===== src/rtl/fixed_point_serial_subtractor.sv =====
// Bit-serial two's complement subtractor (a + ~b + 1), LSB first, one bit per clock.
// Operands and result move over valid/ready handshakes; signed overflow is flagged.
module fixed_point_serial_subtractor #(
  parameter int WIDTH = 8,
  parameter int CNT_W = 3
) (
  input  logic                    clk,
  input  logic                    rst_n,
  input  logic signed [WIDTH-1:0] a,
  input  logic signed [WIDTH-1:0] b,
  input  logic                    in_valid,
  output logic                    in_ready,
  output logic signed [WIDTH-1:0] result,
  output logic                    overflow,
  output logic                    out_valid,
  input  logic                    out_ready,
  output logic                    busy
);

  typedef enum logic [1:0] {IDLE, RUN, DONE} state_t;

  state_t                 state_q, state_d;
  logic [WIDTH-1:0]       sa_q, sa_d;
  logic [WIDTH-1:0]       sb_q, sb_d;
  logic [WIDTH-1:0]       sr_q, sr_d;
  logic [CNT_W-1:0]       cnt_q, cnt_d;
  logic                   carry_q, carry_d;
  logic                   a_msb_q, a_msb_d;
  logic                   b_msb_q, b_msb_d;
  logic signed [WIDTH-1:0] result_q, result_d;
  logic                   ovf_q, ovf_d;
  logic                   s_bit;

  assign s_bit = sa_q[0] ^ sb_q[0] ^ carry_q;

  always_comb begin
    state_d  = state_q;
    sa_d     = sa_q;
    sb_d     = sb_q;
    sr_d     = sr_q;
    cnt_d    = cnt_q;
    carry_d  = carry_q;
    a_msb_d  = a_msb_q;
    b_msb_d  = b_msb_q;
    result_d = result_q;
    ovf_d    = ovf_q;
    case (state_q)
      IDLE: begin
        if (in_valid) begin
          sa_d    = a;
          sb_d    = ~b;
          carry_d = 1'b1;
          cnt_d   = CNT_W'(WIDTH - 1);
          a_msb_d = a[WIDTH-1];
          b_msb_d = b[WIDTH-1];
          state_d = RUN;
        end
      end
      RUN: begin
        carry_d = (sa_q[0] & sb_q[0]) | (sa_q[0] & carry_q) | (sb_q[0] & carry_q);
        sa_d    = sa_q >> 1;
        sb_d    = sb_q >> 1;
        sr_d    = {s_bit, sr_q[WIDTH-1:1]};
        cnt_d   = cnt_q - CNT_W'(1);
        // Counter at zero means this cycle produces the sign bit of the difference.
        if (cnt_q == '0) begin
          result_d = {s_bit, sr_q[WIDTH-1:1]};
          ovf_d    = (a_msb_q != b_msb_q) && (s_bit != a_msb_q);
          state_d  = DONE;
        end
      end
      DONE: begin
        if (out_ready) state_d = IDLE;
      end
      default: state_d = IDLE;
    endcase
  end

  always_ff @(posedge clk or negedge rst_n) begin
    if (!rst_n) begin
      state_q  <= IDLE;
      sa_q     <= '0;
      sb_q     <= '0;
      sr_q     <= '0;
      cnt_q    <= '0;
      carry_q  <= 1'b0;
      a_msb_q  <= 1'b0;
      b_msb_q  <= 1'b0;
      result_q <= '0;
      ovf_q    <= 1'b0;
    end else begin
      state_q  <= state_d;
      sa_q     <= sa_d;
      sb_q     <= sb_d;
      sr_q     <= sr_d;
      cnt_q    <= cnt_d;
      carry_q  <= carry_d;
      a_msb_q  <= a_msb_d;
      b_msb_q  <= b_msb_d;
      result_q <= result_d;
      ovf_q    <= ovf_d;
    end
  end

  assign in_ready  = (state_q == IDLE);
  assign out_valid = (state_q == DONE);
  assign busy      = (state_q == RUN);
  assign result    = result_q;
  assign overflow  = ovf_q;

endmodule

===== config.mk =====
export PLATFORM = sky130hd
export DESIGN_NAME = fixed_point_serial_subtractor
export DESIGN_NICKNAME = d
export VERILOG_FILES = /design/src/rtl/fixed_point_serial_subtractor.sv
export SDC_FILE = /design/constraint.sdc
export NUM_CORES = 1
export LEC_CHECK = 0
export ABC_AREA = 1
export ABC_CLOCK_PERIOD_IN_PS = 1900
export CAP_MARGIN = 20
export CORE_MARGIN = 3
export CORE_UTILIZATION = 40
export CTS_CLUSTER_SIZE = 25
export DETAILED_ROUTE_END_ITERATION = 10
export GPL_ROUTABILITY_DRIVEN = 0
export SYNTH_ARGS = -nofsm -noshare
export SYNTH_HDL_FRONTEND = slang
export SYNTH_SLANG_ARGS = --single-unit

===== constraint.sdc =====
create_clock -name clk -period 1.9 [get_ports clk]
set_input_delay 0.57 -clock clk [delete_from_list [all_inputs] [get_ports clk]]
set_output_delay 0.57 -clock clk [all_outputs]
set_load 0.005 [all_outputs]

==> results.py, run 1 <==
metrics = {
    "clock_network": {
        "htree_levels": 2,
        "clkSinkCount": 40,
        "cts_tree": "done",
        "postCtsHoldBufs": 0,
        "cts_root_buf": "clkbuf_8",
        "cts_inserted_buffers": 5,
        "worstSkewPairLatency_ps": 290,
        "path_clk_slew_ps": 80,
        "ctsLongestPathBuffers": 2,
    },
    "global_route": {
        "grt_max_degree": 41,
        "antenna_found_initial": 0,
        "grt_pass1_vias": 1351,
        "track_usage": 0.152,
        "grt_overflow_total": 0,
        "grt_pass1_wl_um": 6400,
    },
    "routing": {
        "num_vias": 1491,
        "drt_iter0_markers": 83,
        "drc_errors": 0,
        "routed_wl_um": 3770,
        "vias_per_cell": 4.63,
        "wl_per_cell_um": 11.7,
        "ant_nets": 0,
        "firstDrtPassIters": 4,
    },
    "critical_path": {
        "cp-startpoint": "state_q[0]",
        "setup.worst_path.end": "busy",
        "crit_path_end_kind": "output pin",
        "crit_type": "reg2out",
        "path_cells": "buf_4 > nand2_4 > inv_2 > dlygate4sd2_1",
        "critPathRequiredTime_ps": 1330,
        "r2r_end": "sa_q[3]",
        "slowest_delay_ps": 450,
        "slowest_stage": "dfrtp_2",
        "crit_fanout": 3,
        "rr_worst_depth": 6,
        "rrSetupSlack_ps": 390,
        "regToRegStartpoint": "state_q[0]",
        "cp-start-kind": "flip-flop",
        "critPathArrivalTime_ps": 1250,
    },
    "worst_hold_path": {
        "min_path_type": "in2async",
    },
    "timing": {
        "tns_ps": 0,
        "fin_crit_sh": 0.956,
        "fmax_mhz": 551,
        "fin_crit_ps": 1820,
        "setup-violations-final": 0,
        "worst_pin_slew_ps": 507,
        "finalHoldViolCount": 0,
        "hold-worst-slack_ps": 329,
        "setup_ws_ps": 83.6,
        "skew_ps": 6.26,
        "slew_headroom": 0.662,
        "slew_violations": 0,
        "rsz0062_at_grt": "false",
    },
    "synthesis": {
        "syn_inst": 231,
        "ys_seq_elements": 40,
        "yosysUniqueCellTypes": 18,
        "yosysWarnings": 0,
        "synthesis.area_um2": 1840,
        "synthesis.nets": 254,
        "postSynthAreaPerCell_um2": 7.95,
        "ys_seq_area_frac": 0.545,
    },
    "place": {
        "dpl_cell_area_um2": 2200,
        "dpl_worst_slack_ps": 127,
        "io_buffers": 31,
        "hpwl_um": 2490,
    },
    "pwr": {
        "ir_drop_mv": 0.682,
        "report.power.total_uw": 3630,
        "power_density_nw_per_um2": 1560,
        "p_leak_uw": 0.00125,
    },
    "finish": {
        "fillers": 458,
        "insertedDiodeCount": 0,
        "drive_gt1_frac": 0.0889,
        "fin_area_um2": 2320,
        "layout.cells.most_common": "nand2_1",
        "area_delta_synth_final_pct": 26.2,
        "layout_common_cells": "nand2_1, dfrtp_1, clkdlybuf4s50_1",
        "nets": 292,
    },
    "floorplan": {
        "fp.dieH_um": 73.8,
        "die_w_um": 73.8,
        "fp-row-count": 24,
        "core_area_um2": 4380,
        "die_area_um2": 5440,
        "ios": 32,
        "start_util": 0.419,
    },
    "job": {
        "cap_violations": 0,
    },
    "outcome": {
        "status": "finished, final reports clean",
    },
}
[kinds of logic (layout without fill, tap and decap cells)]
kind of cell / count (synthesis) / count (layout) / synth area share
fa+ha+maj: 3 / 3 / 0.0245
buf+inv: 31 / 70 / 0.0770
flops: 40 / 40 / 0.545
simple gates: 141 / 141 / 0.309
compound gates: 16 / 16 / 0.0450
[repair_timing]
item / in CTS / in global routing
setup endpoints to repair: 3 / 1
setup buffers: 2 / 0
endpoints found under the hold margin: 0 / 0
gates cloned: 0 / 0
resized for setup: 5 / 1
[registers in the layout, indices dropped and copies added, names as in the netlist]
name	flops
result	8
sr_q	7
sb_q	8
cnt_q	3
sa_q	8
overflow	1
a_msb_q	1
state_q	2
b_msb_q	1
carry_q	1
[metrics by stage]
step / instances / utilization
final: 322 / 0.529
after global routing: 322 / 0.529
after CTS: 322 / 0.528
after detailed placement: 312 / 0.501
after global placement: 312 / 0.501
after floorplan: 231 / -
[synth_stat cells]
library cell,instances,share of area
nor2_1,4,0.0082
buf_4,1,0.0041
buf_2,5,0.014
inv_2,2,0.0041
nand2_1,114,0.23
o31ai_1,1,0.0041
nor2_2,1,0.0034
dfrtp_1,40,0.54
nand2_4,1,0.0061
a21oi_1,2,0.0054
o21ai_0,12,0.033
nand2_2,1,0.0034
inv_1,21,0.043
ha_1,2,0.014
buf_6,2,0.012
fa_1,1,0.011
nand3_1,20,0.054
o21ai_1,1,0.0027
[layer usage]
layer  vias to the layer above  track usage  routed length, µm
li1                        777            -                  -
met1                       679        0.207               1910
met2                        31        0.245               1670
met3                         4       0.0356                167
met4                         0       0.0362                 25
met5                         -            0                  0
[worst min path at each step]
stage                    from  depth (start not counted)        end  slack, ps
floorplan               rst_n                          0    a_msb_q        270
global placement    result[0]                          2  result[0]        450
detailed placement  result[2]                          2  result[2]        460
CTS                     rst_n                          2  result[1]        350
global route            rst_n                          2  result[1]        350
finish                  rst_n                          2  result[1]        330
[worst max-delay path: cells and delay by family (launching register included)]
kind,cells,cell delay (ps)
buffers and inverters,3,450
flip-flops,1,450
AND/OR/NAND/NOR,1,60
[where the power goes]
group	internal, µW	switching (µW)	total, µW	leakage, µW
Combinational	675	896	1570	0.000707
Clock	294	310	604	0.0000434
Sequential	1240	215	1450	0.000504
Total	2210	1420	3630	0.00125
[layout make-up]
class | count | area, µm² | share of cell area
flip-flops and latches | 40 | 1000 | 0.432
well taps | 52 | 65.1 | 0.0281
multi-input cells | 160 | 702 | 0.303
clock inverters | 2 | 15.0 | 0.00648
clock buffers | 6 | 82.6 | 0.0356
repair buffers | 39 | 365 | 0.158
inverters | 23 | 86.3 | 0.0372
Note: power is estimated with default switching activity, not from simulation.
==> run 2: changes to the inputs <==
- GPL_TIMING_DRIVEN: default -> 0
==> run 2 against run 1 <==
Compared with the run above: fmax is 0.65% lower; worst hold slack got worse by 200 ps; clock power increased by 15%; clock-buffer cell count is 1 lower; first-iteration DRC count decreased by 3.6%; sequential share of layout area fell by 1.4 points; clock skew about the same; combinational power increased by 7%; sequential power is essentially flat.
==> results.py, run 2 (synthesis results as in run 1) <==
metrics = {
    "floorplan": {
        "ios": 32,
        "start_util": 0.419,
        "fp-row-count": 24,
        "fp.dieH_um": 73.8,
        "core_area_um2": 4380,
        "die_area_um2": 5440,
        "die_w_um": 73.8,
    },
    "timing": {
        "worst_pin_slew_ps": 382,
        "rsz0062_at_grt": "false",
        "fin_crit_ps": 1830,
        "setup_ws_ps": 71.7,
        "skew_ps": 6.40,
        "setup-violations-final": 0,
        "fin_crit_sh": 0.962,
        "slew_headroom": 0.745,
        "fmax_mhz": 547,
        "hold-worst-slack_ps": 131,
        "slew_violations": 0,
        "finalHoldViolCount": 0,
        "tns_ps": 0,
    },
    "job": {
        "cap_violations": 0,
    },
    "worst_hold_path": {
        "min_path_type": "in2async",
    },
    "clock_network": {
        "cts_root_buf": "clkbuf_8",
        "path_clk_slew_ps": 80,
        "cts_inserted_buffers": 5,
        "ctsLongestPathBuffers": 2,
        "cts_tree": "done",
        "postCtsHoldBufs": 0,
        "worstSkewPairLatency_ps": 300,
        "clkSinkCount": 40,
        "htree_levels": 2,
    },
    "finish": {
        "area_delta_synth_final_pct": 30.4,
        "multiInputGateArea_um2": 708,
        "insertedDiodeCount": 0,
        "fillers": 449,
        "layout_common_cells": "nand2_1, dfrtp_1, clkdlybuf4s50_1",
        "nets": 297,
        "register_area_um2": 1000,
        "drive_gt1_frac": 0.109,
        "fin_area_um2": 2390,
        "final_cells": 327,
        "layout.cells.most_common": "nand2_1",
    },
    "routing": {
        "wl_per_cell_um": 11.9,
        "firstDrtPassIters": 4,
        "routed_wl_um": 3880,
        "vias_per_cell": 4.64,
        "drt_iter0_markers": 80,
        "ant_nets": 0,
        "num_vias": 1518,
        "drc_errors": 0,
    },
    "critical_path": {
        "crit_fanout": 10,
        "r2r_end": "sb_q[0]",
        "rr_worst_depth": 8,
        "cp-start-kind": "flip-flop",
        "rrSetupSlack_ps": 320,
        "regToRegStartpoint": "state_q[1]",
        "critPathRequiredTime_ps": 1330,
        "cp-startpoint": "state_q[0]",
        "crit_type": "reg2out",
        "crit_path_end_kind": "output pin",
        "critPathArrivalTime_ps": 1260,
    },
    "global_route": {
        "grt_max_degree": 32,
        "grt_pass1_vias": 1466,
        "track_usage": 0.164,
        "grt_pass1_wl_um": 6820,
        "antenna_found_initial": 0,
        "grt_overflow_total": 0,
    },
    "place": {
        "io_buffers": 31,
        "dpl_cell_area_um2": 2230,
        "place_inst": 315,
        "dpl_worst_slack_ps": -56.9,
        "hpwl_um": 2620,
    },
    "pwr": {
        "ir_drop_mv": 0.563,
        "p_leak_uw": 0.00129,
        "power_density_nw_per_um2": 1600,
    },
    "outcome": {
        "status": "finished, final reports clean",
    },
}
-- run 2: cell count changes in the layout (fill, tap and decap cells not counted), moves of 2 or more --
cell	delta
buf_6	+2
nor2_2	+2
buf_4	-2
buf_2	+4
inv_2	-2
-- run 2: layout make-up --
| type | count | area share |
|---|---|---|
| Multi-Input combinational cell | 160 | 0.296 |
| Tap cell | 52 | 0.0272 |
| Timing Repair Buffer | 37 | 0.148 |
| Clock buffer | 5 | 0.0287 |
| Clock inverter | 3 | 0.0178 |
| Sequential cell | 40 | 0.418 |
| Buffer | 7 | 0.0251 |
| Inverter | 23 | 0.0392 |
-- run 2: power by group --
| group | internal (µW) | switching (µW) | total (µW) |
|---|---|---|---|
| Clock | 389 | 303 | 692 |
| Combinational | 752 | 932 | 1680 |
| Sequential | 1240 | 221 | 1460 |
-- run 2: worst max-delay path by stage --
| stage | end | slack (ps) | cells after the start |
|---|---|---|---|
| 2_1_floorplan | out_valid | 550 | 3 |
| 3_3_place_gp | sb_q[6] | -840 | 1 |
| 3_5_place_dp | busy | -60 | 4 |
| 4_1_cts | out_valid | 4 | 4 |
| 5_1_grt | in_ready | 10 | 3 |
| 6_report | busy | 70 | 4 |
-- run 2: stage by stage --
stage                     utilization  power [µW]
after floorplan                     -        2490
after global placement          0.505        3030
after detailed placement        0.508        3070
after CTS                       0.546        3870
after global routing            0.546        4210
final                           0.546        3830
-- run 2: critical path: stages, from the launching register on --
cell           delay [ps]
dfrtp_1               420
buf_6                 160
nand2_8               100
inv_6                  30
dlygate4sd2_1         250
-- run 2: repair_timing --
item	4_1_cts	5_1_grt
pin swaps	1	0
endpoints found under the setup margin	3	1
setup buffers	5	0
resized for setup	12	3
-- run 2: routing by layer --
metal	part of all wire	global-route usage	vias up
li1	-	-	793
met1	0.48	0.210	687
met2	0.47	0.271	30
met3	0.041	0.0424	8
met4	0.013	0.0483	0
met5	0	0	-
==> run 3: changes to the inputs <==
- GPL_TIMING_DRIVEN: 0 -> default
- RECOVER_POWER: default -> 25
==> run 3 against run 2 <==
Compared with the run above: combinational power fell by 7%; clock skew barely moved; global-route usage fell by 1.1 points; cell count fell by 1.5%; fmax rose by 0.66%; final area fell by 3.3%; flip-flop and latch count did not move; largest cell class unchanged.
==> results.py, run 3 (synthesis results as in run 1) <==
metrics = {
    "routing": {
        "wl_per_cell_um": 11.7,
        "met1Wirelength_um": 1900,
        "vias_per_cell": 4.63,
        "drc_errors": 0,
        "routed_wl_um": 3770,
        "firstDrtPassIters": 4,
        "routed.top_layer": "met4",
        "met3WireLength_um": 167,
        "num_vias": 1492,
        "dr_wl_met2_um": 1670,
        "ant_nets": 0,
        "drt_iter0_markers": 83,
    },
    "pwr": {
        "ir_drop_mv": 0.682,
        "p_leak_uw": 0.00125,
        "power_density_nw_per_um2": 1570,
    },
    "floorplan": {
        "die_area_um2": 5440,
        "fp.dieH_um": 73.8,
        "fp-row-count": 24,
        "ios": 32,
        "start_util": 0.419,
        "die_w_um": 73.8,
        "core_area_um2": 4380,
    },
    "finish": {
        "insertedDiodeCount": 0,
        "layout_common_cells": "nand2_1, dfrtp_1, clkdlybuf4s50_1",
        "area_delta_synth_final_pct": 26.1,
        "nets": 292,
        "drive_gt1_frac": 0.0889,
        "final_util": 0.528,
        "layout.cells.most_common": "nand2_1",
    },
    "critical_path": {
        "rr_worst_depth": 6,
        "slowest_stage": "dfrtp_2",
        "path_delay_family": "flip-flops",
        "critPathRequiredTime_ps": 1330,
        "path_cells": "buf_4 > nand2_4 > inv_2 > dlygate4sd2_1",
        "r2r_end": "sa_q[3]",
        "crit_type": "reg2out",
        "slowest_delay_ps": 450,
        "cp-start-kind": "flip-flop",
        "rrSetupSlack_ps": 390,
        "crit_path_end_kind": "output pin",
        "path_buf_inv": 3,
        "regToRegStartpoint": "state_q[0]",
        "crit_fanout": 3,
        "critPathArrivalTime_ps": 1250,
    },
    "global_route": {
        "grt_pass1_vias": 1351,
        "grt_overflow_total": 0,
        "track_usage": 0.152,
        "grt_max_degree": 41,
        "antenna_found_initial": 0,
        "grt_pass1_wl_um": 6400,
    },
    "worst_hold_path": {
        "min_path_type": "reg2reg",
        "hold_path_end": "result[2]",
        "min_from": "result[2]",
        "min_path_cells": 2,
    },
    "place": {
        "hpwl_um": 2490,
        "io_buffers": 31,
        "dpl_worst_slack_ps": 127,
    },
    "clock_network": {
        "worstSkewPairLatency_ps": 290,
        "cts_tree": "done",
        "postCtsHoldBufs": 0,
        "path_clk_slew_ps": 80,
        "clkSinkCount": 40,
        "cts_inserted_buffers": 5,
        "ctsLongestPathBuffers": 2,
        "cts_root_buf": "clkbuf_8",
        "htree_levels": 2,
    },
    "timing": {
        "fin_crit_sh": 0.956,
        "slew_headroom": 0.334,
        "fmax_mhz": 551,
        "setup-violations-final": 0,
        "setup_ws_ps": 83.6,
        "worst_pin_slew_ps": 999,
        "rsz0062_at_grt": "false",
        "skew_ps": 6.26,
        "fin_crit_ps": 1820,
        "finalHoldViolCount": 0,
        "slew_violations": 0,
    },
    "job": {
        "cap_violations": 0,
    },
    "outcome": {
        "status": "finished, final reports clean",
    },
}
## run 3: cell count changes in the layout (fill, tap and decap cells not counted), moves of 2 or more
cell and delta:
buf_6 -2, buf_2 -4, inv_2 +2, nor2_2 -2
## run 3: final cells by class
| cell class | instances | area, µm² |
|---|---|---|
| Tap cell | 52 | 65.1 |
| Multi-Input combinational cell | 160 | 702 |
| Clock inverter | 2 | 15.0 |
| Inverter | 23 | 86.3 |
| Fill cell | 459 | 2070 |
| Timing Repair Buffer | 39 | 363 |
| Clock buffer | 6 | 82.6 |
| Sequential cell | 40 | 1000 |
## run 3: where the power goes
group / internal, µW / leakage [µW] / switching [µW]
Combinational: 674 / 0.000706 / 896
Sequential: 1240 / 0.000504 / 215
Clock: 294 / 0.0000434 / 310
Total: 2210 / 0.00125 / 1420
## run 3: worst max-delay path by stage
stage | from | to | slack, ps | cells after the start
2_1_floorplan | state_q[0] | out_valid | 550 | 3
3_3_place_gp | state_q[0] | in_ready | 90 | 2
3_5_place_dp | in_valid | sa_q[5] | 130 | 5
4_1_cts | state_q[1] | in_ready | -40 | 2
5_1_grt | state_q[0] | busy | 40 | 4
6_report | state_q[0] | busy | 80 | 4
## run 3: worst reg2reg max path, delay by kind of cell, from the launching register on
| family | cells | cell delay [ps] |
|---|---|---|
| buffers and inverters | 3 | 590 |
| DFF | 1 | 450 |
| and+or+nand+nor | 2 | 190 |
| AOI/OAI and AO/OA | 1 | 180 |
## run 3: timing repair
action,CTS,global route
setup buffers,2,0
endpoints found under the setup margin,3,1
pin swaps,0,0
resized for setup,5,1
## run 3: stage by stage
| step | hold WS, ps | power (µW) | area (µm²) | cells | TNS, ps |
|---|---|---|---|---|---|
| finish | 471 | 3630 | 2320 | 322 | 0 |
| global placement | 452 | 3010 | 2200 | 312 | 0 |
| floorplan | 274 | 2490 | 1840 | 231 | 0 |
| CTS | 347 | 3670 | 2320 | 322 | -40.6 |
| global route | 501 | 3980 | 2320 | 322 | 0 |
| detailed placement | 457 | 3040 | 2200 | 312 | 0 |
## run 3: metal layers
metal	GRT usage	vias up
li1	-	778
met1	0.207	679
met2	0.245	31
met3	0.0356	4
met4	0.0362	0
met5	0	-
